[config.mk]
export PLATFORM = sky130hd
export DESIGN_NAME = z80_ld_dd_ind_nn_seq
export DESIGN_NICKNAME = d
export VERILOG_FILES = /design/src/rtl/z80_ld_dd_ind_nn_seq.sv
export SDC_FILE = /design/constraint.sdc
export NUM_CORES = 1
export LEC_CHECK = 0
export ABC_AREA = 1
export BUFFER_PORTS_ARGS = -buffer_cell sky130_fd_sc_hd__buf_2
export CAP_MARGIN = 20
export CORE_MARGIN = 2
export CORE_UTILIZATION = 35
export CTS_BUF_LIST = sky130_fd_sc_hd__clkbuf_16
export CTS_CLUSTER_DIAMETER = 30
export DETAILED_ROUTE_END_ITERATION = 12
export PLACE_DENSITY = 0.54
export SKIP_LAST_GASP = 1
export SLEW_MARGIN = 20
export SYNTH_ARGS = -nofsm -noshare
export SYNTH_HDL_FRONTEND = slang
export SYNTH_SLANG_ARGS = --single-unit
[constraint.sdc]
create_clock -name clk -period 2.1 [get_ports clk]
set_input_delay 0.21 -clock clk [delete_from_list [all_inputs] [get_ports clk]]
set_output_delay 0.21 -clock clk [all_outputs]
set_load 0.05 [all_outputs]
[src/rtl/z80_ld_dd_ind_nn_seq.sv]
// Execution sequencer for the Z80 LD dd,(nn) instruction (ED 01dd1011 nn_lo nn_hi).
// The sequencer fetches the 16-bit operand nn, reads the little-endian word at
// (nn),(nn+1) and writes it to register pair dd. It also exports trace values for
// the formal checker.
module z80_ld_dd_ind_nn_seq #(
  parameter int unsigned MAX_WAIT = 255  // cycles to wait for mem_ack before abort; 0 = forever
) (
  input  logic        clk,
  input  logic        reset_n,
  input  logic        start,
  input  logic [1:0]  dd,
  input  logic [15:0] ip_in,
  output logic        mem_rd,
  output logic [15:0] mem_addr,
  input  logic        mem_ack,
  input  logic [7:0]  mem_rdata,
  output logic        reg_wr_en,
  output logic [1:0]  reg_wr_sel,
  output logic [15:0] reg_wr_data,
  output logic [15:0] ip_out,
  output logic        busy,
  output logic        done,
  output logic        err,
  output logic [15:0] fi_nn,
  output logic [15:0] fi_raddr2,
  output logic [7:0]  fi_rdata,
  output logic [7:0]  fi_rdata2
);

  typedef enum logic [2:0] {
    S_IDLE,
    S_FETCH_LO,
    S_FETCH_HI,
    S_READ_LO,
    S_READ_HI,
    S_WB
  } state_e;

  // The wait counter only needs to reach MAX_WAIT-1 before the abort fires.
  localparam int unsigned WW = (MAX_WAIT < 2) ? 1 : $clog2(MAX_WAIT + 1);
  localparam logic [WW-1:0] WAIT_LAST = (MAX_WAIT == 0) ? '0 : WW'(MAX_WAIT - 1);

  state_e        state_q;
  logic [1:0]    dd_q;
  logic [15:0]   ip_q;
  logic [WW-1:0] wait_q;
  logic          bus_state;
  logic          timeout_hit;

  // The bus request and busy flag are plain decodes of the state register.
  always_comb begin
    bus_state   = (state_q == S_FETCH_LO) || (state_q == S_FETCH_HI) ||
                  (state_q == S_READ_LO)  || (state_q == S_READ_HI);
    timeout_hit = (MAX_WAIT != 0) && (wait_q == WAIT_LAST);
  end

  assign mem_rd = bus_state;
  assign busy   = (state_q != S_IDLE);

  // Sequencer: state, latched operands, bus address, trace values and output strobes.
  always_ff @(posedge clk) begin
    if (!reset_n) begin
      // NOTE: every register, including the trace outputs, is cleared so the
      // outputs read as zero after reset rather than as stale data.
      state_q     <= S_IDLE;
      dd_q        <= '0;
      ip_q        <= '0;
      wait_q      <= '0;
      mem_addr    <= '0;
      reg_wr_en   <= 1'b0;
      reg_wr_sel  <= '0;
      reg_wr_data <= '0;
      ip_out      <= '0;
      done        <= 1'b0;
      err         <= 1'b0;
      fi_nn       <= '0;
      fi_raddr2   <= '0;
      fi_rdata    <= '0;
      fi_rdata2   <= '0;
    end else begin
      // NOTE: non-blocking assignments throughout, so every right-hand side sees
      // the value from before this edge regardless of statement order.
      reg_wr_en <= 1'b0;
      done      <= 1'b0;
      err       <= 1'b0;

      unique case (state_q)
        S_IDLE: begin
          if (start) begin
            dd_q     <= dd;
            ip_q     <= ip_in;
            mem_addr <= ip_in + 16'd2;
            wait_q   <= '0;
            state_q  <= S_FETCH_LO;
          end
        end

        S_FETCH_LO, S_FETCH_HI, S_READ_LO, S_READ_HI: begin
          if (mem_ack) begin
            // Each ack moves the address on so that back-to-back acks give one byte per cycle.
            wait_q <= '0;
            unique case (state_q)
              S_FETCH_LO: begin
                fi_nn[7:0] <= mem_rdata;
                mem_addr   <= ip_q + 16'd3;
                state_q    <= S_FETCH_HI;
              end
              S_FETCH_HI: begin
                fi_nn[15:8] <= mem_rdata;
                mem_addr    <= {mem_rdata, fi_nn[7:0]};
                fi_raddr2   <= {mem_rdata, fi_nn[7:0]} + 16'd1;
                state_q     <= S_READ_LO;
              end
              S_READ_LO: begin
                fi_rdata <= mem_rdata;
                mem_addr <= fi_raddr2;
                state_q  <= S_READ_HI;
              end
              default: begin
                fi_rdata2   <= mem_rdata;
                reg_wr_data <= {mem_rdata, fi_rdata};
                reg_wr_sel  <= dd_q;
                ip_out      <= ip_q + 16'd4;
                reg_wr_en   <= 1'b1;
                done        <= 1'b1;
                state_q     <= S_WB;
              end
            endcase
          end else if (timeout_hit) begin
            // Abort: drop the request with no register write; a late ack lands in IDLE.
            err     <= 1'b1;
            wait_q  <= '0;
            state_q <= S_IDLE;
          end else begin
            wait_q <= wait_q + WW'(1);
          end
        end

        // The write strobe is already asserted in this cycle; a start here is ignored.
        S_WB: state_q <= S_IDLE;

        default: state_q <= S_IDLE;
      endcase
    end
  end

endmodule

==> flow_summary.toml <==
[synth]
syn_area_sq_mm = 0.00603
synth_fa_ha_area_share_pct = 1.24
yosys_warnings = 0
synth_cell_types = 39
post_synth.cell_area_avg_sq_um = 6.98
netlist_instances = 864
synth_simple_gate_area_share_pct = 25.7
synth_edf_count = 0
yosysSeqAreaShare_pct = 40.1
synthXorXnorAreaFrac_pct = 4.06
synthArstFlopShare_pct = 0
ys_seq_elements = 121
synth_fp_nets = 900
synthMuxAreaShare_pct = 0
synth_compound_area_share_pct = 18.7
synthFlopType = "dfxtp_1"
synth_top_family_by_area = "simple AND/OR/NAND/NOR gates"

[sta]
relSlewSlack_pct = 65.7
min_period_over_period_pct = 87.1
rsz0062_at_grt = "no"
fmax_mhz = 547
finalSetupViolCount = 0
setup_tns_ns = 0
skew_ns = 0.00823
worst_pin_slew_ns = 0.514
hold_viol = 0
final.min_clock_period_ns = 1.83
maxSlewViolCount = 0

[place]
port_buffers = 132
dp_hpwl_microns = 14300
place_congestion = 0.892

[floorplanning]
core_sq_mm = 0.0171
io_pins = 133
rows = 48
die_x_microns = 135
die_height_microns = 135
start_util_pct = 35.4
die_area_sq_mm = 0.0183

[critical_path]
cp.required_ns = 2.42
worstSetupPathType = "reg2reg"
cp-end-kind = "register"
critPathArrivalTime_ns = 2.15
cp_max_fo = 5
crit_path_start_kind = "register"
rr_worst_depth = 12

[job]
drv_cap = 0

[pwr]
p_per_area_mw_per_mm2 = 1120
intPower_w = 0.00519
switching_power_w = 0.00324
power_frac_seq_pct = 33.4
vdd_drop_max_mv = 0.645
sw_frac_of_total_pct = 38.4
p_leak_nw = 3.60
power_frac_comb_pct = 29.4
p_clk_share_pct = 37.2

[min_path]
holdPathStages = 3
hp-class = "in2reg"

[route]
first_iter_violations = 410
avgRoutedWirePerCell_microns = 15.5
drcViolationCount = 0
wl_microns = 19000
num_vias = 5987
vias_per_cell = 4.89
dr.pass1.iters = 5
ant_nets = 0

[cts]
cts_made_buffers = 17
clock_latency_ns = 0.42
path_clk_slew_ns = 0.06
clock-sinks = 121
cts_tree = "yes"
cts_max_level = 4
cts_setup_buffers = 0
holdBufCountCts = 0
ctsResizeCount = 0
cts.path.max_buffers = 2
cts_root_buf = "clkbuf_16"

[global_route]
grt_pass1_vias = 5593
grt_start_max_net_pins = 41
globalRouteOverflowTotal = 0
antenna_found_initial = 1
grt_use_total_pct = 21.2
grt_pass1_wl_microns = 30200

[finish]
fillers = 1836
drive_gt1_share_pct = 21.7
utilization_pct = 44.0
multi_input_area_sq_mm = 0.00300
final_nets = 1023
final_common_cell = "nand2_1"
layout_common_cells = "nand2_1, buf_2, dfxtp_1"
area_delta_synth_final_pct = 24.3
final-seq-area_sq_mm = 0.00242
antenna_cells = 0

[status]
status = "finished clean"
cell usage after synthesis (5+ instances only):
cell type / n / share of area [%]
nor2_2: 6 / 0.62
nor2_1: 114 / 7.1
clkbuf_1: 20 / 1.2
nand3_1: 42 / 3.5
nand2_2: 7 / 0.73
nand4_1: 10 / 1.0
dfxtp_1: 121 / 40
xor2_1: 27 / 3.9
o21ai_1: 13 / 1.1
nand2_1: 146 / 9.1
ha_1: 6 / 1.2
o22ai_1: 5 / 0.52
o21ai_0: 99 / 8.2
a21oi_1: 76 / 6.3
nor3_1: 13 / 1.1
inv_2: 6 / 0.37
buf_4: 10 / 1.2
o21bai_1: 8 / 1.0
inv_1: 85 / 5.3
buf_2: 13 / 1.1
state kept, by name, indices dropped and copies added (netlist names), 3 cells and up:
| signal | cells |
|---|---|
| fi_rdata | 8 |
| state_q | 3 |
| fi_raddr2 | 16 |
| ip_out | 16 |
| mem_addr | 16 |
| reg_wr_data | 16 |
| fi_nn | 16 |
| wait_q | 8 |
| ip_q | 16 |
cell families after synthesis:
family,count (synthesis)
simple gates,355
compound gates,213
buf+inv,141
flops,121
xor+xnor,28
fa+ha+maj,6
worst max-delay path, stage by stage (launching register included):
cell and delay (ns):
dfxtp_1 0.40, ha_1 0.27, nand2_1 0.09, inv_1 0.12, nand2_1 0.09, nor2_1 0.24, nand3_1 0.12, nand3_1 0.13
nand2_1 0.06, nand2_1 0.05, nand3_1 0.06, nand2_1 0.06, inv_1 0.03
through the flow:
stage               worst slack (ns)  total power [W]  area, sq um  hold WS [ns]  cells
detailed placement             0.297          0.00533         6870         0.452   1193
CTS                            0.282          0.00848         7500       0.00907   1225
finish                         0.270          0.00843         7500        0.0187   1225
global route                  0.0381          0.00882         7500        0.0367   1225
global placement               0.295          0.00534         6870         0.440   1193
floorplan                      0.259          0.00466         6030         0.345    864
path summary, 6_finish.rpt:
check        slack (ns)      endpoint  startpoint
max                0.27  mem_addr[10]     ip_q[3]
min                0.02       dd_q[0]       dd[0]
max reg2reg        0.27  mem_addr[10]     ip_q[3]
min reg2reg        0.46      fi_nn[8]    fi_nn[8]
cell type report:
type	count	share of cell area (%)
clock buffer	17	5.67
clock inverter	15	2.64
inverter	95	4.82
multi-input combinational	602	40.0
sequential	121	32.3
tap	225	3.76
timing repair buffer	150	10.8
layer usage:
layer | wire length, microns | track usage, %
met1 | 9190 | 29.1
met2 | 8710 | 33.6
met3 | 947 | 4.98
met4 | 185 | 5.38
met5 | 13 | 0
power groups by stage:
| stage | logic [W] | registers, W | clock network [W] |
|---|---|---|---|
| 3_5_place_dp | 0.00247 | 0.00286 | 0 |
| 6_report | 0.00248 | 0.00281 | 0.00314 |
| 5_1_grt | 0.00269 | 0.00285 | 0.00328 |
| 4_1_cts | 0.00249 | 0.00281 | 0.00318 |
| 3_3_place_gp | 0.00248 | 0.00287 | 0 |
| 2_1_floorplan | 0.00127 | 0.00340 | 0 |
No activity file was read; power rests on OpenSTA's default activity.
